### src/rtl/ysyx_23060201_ifu_fetch_pkg.sv
// Shared constants and FSM state codes for the IFU fetch stage.
// The NOP encoding exists only when YSYX_23060201_IFU_ALIGN_CHECK_EN is defined.
package ysyx_23060201_ifu_fetch_pkg;

   localparam logic [31:0] IFU_RESET_PC = 32'h8000_0000;

`ifdef YSYX_23060201_IFU_ALIGN_CHECK_EN
   localparam logic [31:0] IFU_NOP = 32'h0000_0013;
`endif

   typedef enum logic [1:0] {
      IFU_S_REQ  = 2'b00,
      IFU_S_WAIT = 2'b01,
      IFU_S_HOLD = 2'b10
   } ifu_state_e;

endpackage

### src/rtl/ysyx_23060201_ifu_fetch_reg.sv
// Generic register with an asynchronous, active-high reset to a parameterised value.
module ysyx_23060201_Reg #(
   parameter int               WIDTH     = 32,
   parameter logic [WIDTH-1:0] RESET_VAL = '0
) (
   input  logic             clk,
   input  logic             rst,
   input  logic [WIDTH-1:0] d,
   output logic [WIDTH-1:0] q
);

   // Storage flop; callers hold their value by feeding q back through d.
   always_ff @(posedge clk or posedge rst) begin
      if (rst) begin
         q <= RESET_VAL;
      end else begin
         q <= d;
      end
   end

endmodule

### src/rtl/ysyx_23060201_ifu_fetch.sv
// IFU fetch stage: one imem request per instruction, presents {pc, inst} downstream.
// Optional macro YSYX_23060201_IFU_ALIGN_CHECK_EN turns a misaligned PC into a faulting NOP.
module ysyx_23060201_ifu_fetch
   import ysyx_23060201_ifu_fetch_pkg::*;
#(
   parameter int              XLEN     = 32,
   parameter logic [XLEN-1:0] RESET_PC = IFU_RESET_PC
) (
   input  logic            clk_a,
   input  logic            rst,
   output logic            imem_req_valid,
   input  logic            imem_req_ready,
   output logic [XLEN-1:0] imem_req_addr,
   input  logic            imem_resp_valid,
   input  logic [XLEN-1:0] imem_resp_data,
   input  logic            imem_resp_err,
   output logic            out_valid,
   input  logic            out_ready,
   output logic [XLEN-1:0] out_pc,
   output logic [XLEN-1:0] out_inst,
   output logic            out_err,
   input  logic [XLEN-1:0] dnpc,
   output logic [31:0]     fetch_cnt
);

   ifu_state_e      state_q, state_d;
   logic [XLEN-1:0] pc_q, pc_d;
   logic [XLEN-1:0] inst_q, inst_d;
   logic            err_q, err_d;
   logic [31:0]     cnt_q, cnt_d;
   logic            req_valid_s;
   logic            out_valid_s;

   // FSM state register.
   always_ff @(posedge clk_a or posedge rst) begin
      if (rst) begin
         state_q <= IFU_S_REQ;
      end else begin
         state_q <= state_d;
      end
   end

   // Next-state, datapath updates and state-decoded handshake outputs.
   always_comb begin
      state_d     = state_q;
      pc_d        = pc_q;
      inst_d      = inst_q;
      err_d       = err_q;
      cnt_d       = cnt_q;
      req_valid_s = 1'b0;
      out_valid_s = 1'b0;
      case (state_q)
         IFU_S_REQ: begin
`ifdef YSYX_23060201_IFU_ALIGN_CHECK_EN
            // A misaligned PC never reaches memory; it is handed off as a faulting NOP.
            if (pc_q[1:0] != 2'b00) begin
               inst_d  = XLEN'(IFU_NOP);
               err_d   = 1'b1;
               state_d = IFU_S_HOLD;
            end else begin
               req_valid_s = 1'b1;
               if (imem_req_ready) begin
                  state_d = IFU_S_WAIT;
               end else begin
                  state_d = IFU_S_REQ;
               end
            end
`else
            req_valid_s = 1'b1;
            if (imem_req_ready) begin
               state_d = IFU_S_WAIT;
            end else begin
               state_d = IFU_S_REQ;
            end
`endif
         end
         IFU_S_WAIT: begin
            if (imem_resp_valid) begin
               inst_d  = imem_resp_data;
               err_d   = imem_resp_err;
               state_d = IFU_S_HOLD;
            end else begin
               state_d = IFU_S_WAIT;
            end
         end
         IFU_S_HOLD: begin
            out_valid_s = 1'b1;
            if (out_ready) begin
               pc_d    = dnpc;
               cnt_d   = cnt_q + 32'd1;
               state_d = IFU_S_REQ;
            end else begin
               state_d = IFU_S_HOLD;
            end
         end
         default: begin
            state_d = IFU_S_REQ;
         end
      endcase
   end

   ysyx_23060201_Reg #(.WIDTH(XLEN), .RESET_VAL(RESET_PC)) u_pc (
      .clk (clk_a),
      .rst (rst),
      .d   (pc_d),
      .q   (pc_q)
   );

   ysyx_23060201_Reg #(.WIDTH(XLEN), .RESET_VAL({XLEN{1'b0}})) u_inst (
      .clk (clk_a),
      .rst (rst),
      .d   (inst_d),
      .q   (inst_q)
   );

   ysyx_23060201_Reg #(.WIDTH(1), .RESET_VAL(1'b0)) u_err (
      .clk (clk_a),
      .rst (rst),
      .d   (err_d),
      .q   (err_q)
   );

   ysyx_23060201_Reg #(.WIDTH(32), .RESET_VAL(32'd0)) u_cnt (
      .clk (clk_a),
      .rst (rst),
      .d   (cnt_d),
      .q   (cnt_q)
   );

   assign imem_req_valid = req_valid_s;
   assign imem_req_addr  = pc_q;
   assign out_valid      = out_valid_s;
   assign out_pc         = pc_q;
   assign out_inst       = inst_q;
   assign out_err        = err_q;
   assign fetch_cnt      = cnt_q;

endmodule

### config.mk
export PLATFORM = sky130hd
export DESIGN_NAME = ysyx_23060201_ifu_fetch
export DESIGN_NICKNAME = d
export VERILOG_FILES = /design/src/rtl/ysyx_23060201_ifu_fetch_pkg.sv /design/src/rtl/ysyx_23060201_ifu_fetch_reg.sv /design/src/rtl/ysyx_23060201_ifu_fetch.sv
export SDC_FILE = /design/constraint.sdc
export NUM_CORES = 1
export LEC_CHECK = 0
export ABC_AREA = 1
export ABC_CLOCK_PERIOD_IN_PS = 2029
export CAP_MARGIN = 15
export CORE_MARGIN = 2
export CORE_UTILIZATION = 30
export DETAILED_ROUTE_END_ITERATION = 6
export PLACE_DENSITY_LB_ADDON = 0.08
export SYNTH_ARGS = -nofsm -noshare
export SYNTH_HDL_FRONTEND = slang
export SYNTH_HIERARCHICAL = 1
export SYNTH_SLANG_ARGS = --single-unit
### constraint.sdc
create_clock -name clk_a -period 2.03 [get_ports clk_a]
set_input_delay 0.5075 -clock clk_a [delete_from_list [all_inputs] [get_ports clk_a]]
set_output_delay 0.5075 -clock clk_a [all_outputs]
set_load 0.05 [all_outputs]
== Word level (Yosys, flattened, before mapping) ==
Index checks and enable logic that the tools add are counted.
Word-level totals
  register bits: 99
  input bits: 70
  output and inout port bits: 131
  word-level logic and storage cells: 17
Cells by class
  add/sub/neg operators: 1
  eq/ne operators: 2
  muxes and demuxes: 6
  reductions and logical operators: 3
Operator list (count)
  32-bit by 1-bit adder with 32-bit output (second input constant): 1
  2-bit one-hot mux with 3 select lines: 1
  2-bit two-way mux: 2
  2-bit AND reduction: 2
  1-bit two-way mux: 3
  2-bit by 1-bit equality test with 1-bit output (second input constant): 1
  2-bit equality test (second input constant): 1
  2-bit zero test: 1

== Depth between registers and ports, before layout ==
  word-level depth: 2
  depth in mapped cells: 9
  gate-level depth less buffers: 9

== Hierarchy ==
Netlist, hierarchy kept.
Modules (own cells, without submodules)
  ysyx_23060201_ifu_fetch: times used 1, cells each 391, area an instance 2168.3 um2, seq. area each 50.0 um2
  ysyx_23060201_Reg (u_cnt ...): times used 2, cells each 33, area an instance 804.5 um2, seq. area each 800.8 um2
  ysyx_23060201_Reg (u_pc): times used 1, cells each 33, area an instance 805.8 um2, seq. area each 802.0 um2
  ysyx_23060201_Reg (u_err): times used 1, cells each 2, area an instance 28.8 um2, seq. area each 25.0 um2

== Worst setup path before layout ==
OpenSTA, ideal clock, no wires.
  path kind: reg-to-reg
  start point: reg u_cnt.q[1]
  end point: reg u_cnt.q[24]
  setup time: 114 ps
  arrival time: 1681 ps
  data required time: 1916 ps
  path slack: 236 ps
  cell stages (with the launch flop): 9
  buffers on the path: 0
  period minus slack after synthesis: 1794 ps
  cell sequence: dfrtp_1 > ha_1 > nand3_1 > nor2_4 > nand3_2 > nor2_1 > nand3_1 > nand2_1 > inv_1
Between the ends
  word-level cells in the longest chain between the ends: 1
Ends and longest elaborated chain
  start: declaration: line ysyx_23060201_ifu_fetch_reg.sv:9  | output logic [WIDTH-1:0] q
  start signal: assignment: line ysyx_23060201_ifu_fetch_reg.sv:15  | q <= RESET_VAL;
  start signal: assignment: line ysyx_23060201_ifu_fetch_reg.sv:17  | q <= d;
  32-bit by 1-bit adder with 32-bit output: line ysyx_23060201_ifu_fetch.sv:90  | cnt_d = cnt_q + 32'd1;
Every way passes these cells.
A chain may end at the register's enable or synchronous reset.

== Worst setup path after layout ==
  start point: reg state_q[0]
  end point: out out_valid
Between the ends
  word-level cells in the longest chain between the ends: 2
Ends and longest elaborated chain
  start: declaration: line ysyx_23060201_ifu_fetch.sv:26  | ifu_state_e state_q, state_d;
  start signal: assignment: line ysyx_23060201_ifu_fetch.sv:39  | state_q <= state_d;
  2-bit equality test: line ysyx_23060201_ifu_fetch.sv:52  | case (state_q)
  1-bit two-way mux: line ysyx_23060201_ifu_fetch.sv:52
  end: declaration: line ysyx_23060201_ifu_fetch.sv:17  | output logic out_valid,
Every way passes these cells.

==> run metrics <==
wire per inst 14.08 um; IO Count 201; core area 0.01509 mm^2; global route total overflow 0; CTS Sinks 99; Layout Nets 745; placed cell area 0.006440 mm^2; Final Hold Viols 0; synth cell count leaders nand2_1, dfrtp_1, inv_1; worst min path class in2async; syn_nets 563; clock slew at reported path FFs 80 ps; first-pass GRT wire length 19.82 mm; area leader, netlist dfrtp_1; Final Setup Violations 0; antenna viol nets, final 0; Final Max Tran Viols 0; WP depth 4; DP Cell Count 851; Worst Tran Pin Value 534.5 ps; wirelength, routed 12.21 mm; drc violations 0; Worst VDD drop 999.4 uV; Yosys reg bits 99; Post-Syn Instances 492; Vias/cell 4.361; critical-path cell list inv_1, nand2_1, inv_2, buf_12; Post-synth EDFFs 0; R2R cell count 8; TNS Setup 0 ps; Chip Width 128.0 um; IO buf count 200; root buffer cell clkbuf_16; YS warnings 6; Starting Density 0.3056; slew margin rel. 0.6451; Tcrit/Tclk final 0.9043; largest net degree at the start of global routing 33; via count of the routed design 3781; Synth area leaders dfrtp_1, nand2_1, mux2_2; pre-CTS setup slack -1.883 ps; Synth Flop Type dfrtp_1; die area 0.01638 mm^2; Total GRT Usage 0.1547; CTS tree yes; Syn Area/Cell 9.374 um^2; Worst setup EP type output port; postcts setup bufs 0; worst stage delay on the critical path 380 ps; Max-Cap Viols 0; row count 45; Pre-Repair DR Iteration Count 5; static leakage 3.416 nW; count leader, synth nand2_1; Post-synth ARST share 1.000; clk buf depth 2; Max Fanout on Critical Path 6; pwr/cell area 1667 mW/mm^2; Seq/Total Area, Yosys 0.5374; Syn Std Cell Area 0.004612 mm^2; Layout Cells excl Fill 867; Critical path buffers and inverters 3; RSZ-0062 raised after global routing no; Layout area overhead 45.79%; Setup WS post-layout 194.2 ps; Setup crit start kind register; Die Y 128.0 um; status completed; cell family with most CP delay buffers and inverters; clk_lat worst skew 350 ps; clock skew 10.68 ps; fmax 0.5447 GHz; vias in the first global route 3894; clock buffer count from CTS 9; Ant. Diodes 0; fin area 0.006724 mm^2; First DRT Iteration DRCs 161; Arr. time, crit path 1330 ps; share of cells above drive strength 1 0.2813; synth unique cells 27; DP Wirelength 9.381 mm; RD Place Congestion 0.8064; share of the synthesized area in the top cell type 0.5317; fin crit period 1836 ps; CTS H-tree depth 3; antenna violations before repair 0; kind of critical path reg2out; Worst EP required 1520 ps; slowest CP cell dfrtp_1
## final timing paths
path,slack [ps],endpoint,start
setup / recovery,190,out_valid,state_q[0]$_DFF_PP0_
hold / removal,410,u_err/q$_DFF_PP0_,rst
setup reg to reg,490,u_cnt/q[24]$_DFF_PP0_,u_cnt/q[1]$_DFF_PP0_
hold reg to reg,490,u_pc/q[31]$_DFF_PP1_,u_pc/q[31]$_DFF_PP1_
max in group asynchronous,990,u_pc/q[1]$_DFF_PP0_,rst
min in group clk_a,490,u_pc/q[31]$_DFF_PP1_,u_pc/q[31]$_DFF_PP1_
## timing repair
action / 4_1_cts / 5_1_grt
resized for setup: 15 / 7
hold buffers: 0 / 0
setup endpoints to repair: 15 / 7
endpoints found under the hold margin: 0 / 0
## where the power goes
part | total [mW] | internal, mW | switching (mW)
logic | 6.37 | 1.93 | 4.44
clock network | 1.68 | 0.882 | 0.795
registers | 3.16 | 2.66 | 0.496
## per-layer routing
layer	wire, um	track usage
met1	4928	0.1843
met2	6466	0.2752
met3	708	0.04758
met4	102	0.03297
met5	0	0
## sequential cells by signal (all words and copies together), names as in the netlist
| signal | flops |
|---|---|
| u_cnt/q | 32 |
| u_inst/q | 32 |
| u_err/q | 1 |
| u_pc/q | 32 |
| state_q | 2 |
## through the flow
| step | hold WS [ps] | power [mW] | utilization |
|---|---|---|---|
| floorplan | 236.2 | 7.882 | - |
| global placement | 484.0 | 9.703 | 0.4268 |
| detailed placement | 487.0 | 9.737 | 0.4268 |
| CTS | 413.0 | 11.36 | 0.4444 |
| global route | 417.2 | 11.77 | 0.4456 |
| finish | 408.9 | 11.21 | 0.4456 |
## area by class of cell
cell class / instances / area, um^2
sequential: 99 / 2479
timing repair buffer: 213 / 1888
clock buffer: 11 / 242.7
fill: 1507 / 8366
inverter: 43 / 161.4
multi-input combinational: 308 / 1675
clock inverter: 5 / 42.54
tap: 188 / 235.2
## cells by family (layout without fill, tap and decap cells)
group / count (synthesis) / after routing / share of synthesized area
buffers and inverters: 85 / 272 / 0.09929
adder cells (fa/ha/maj): 1 / 1 / 0.002713
AND/OR/NAND/NOR: 253 / 253 / 0.2420
AO/OA/AOI/OAI: 3 / 3 / 0.003799
flip-flops: 99 / 99 / 0.5374
XOR/XNOR: 18 / 18 / 0.03419
multiplexers: 33 / 33 / 0.08058
## cell usage in the layout, fill, tap and decap left out, types with 5 or more instances in the layout
cell,instances
buf_12,5
buf_4,117
clkbuf_16,9
clkdlybuf4s50_1,69
dfrtp_1,98
dlygate4sd2_1,15
dlymetal6s2s_1,7
inv_1,41
mux2_2,33
nand2_1,170
nand3_1,19
nand4_1,9
nor2_1,25
nor2_4,6
nor3_1,6
xnor2_1,9
xor2_1,9
## worst reg2reg max path: cells and delay by family (launching register included)
family,cells,cell delay [ps]
and+or+nand+nor,6,760
buffers and inverters,1,40
DFF,1,420
adders and majority gates,1,220
Note: power is estimated with default switching activity, not from simulation.
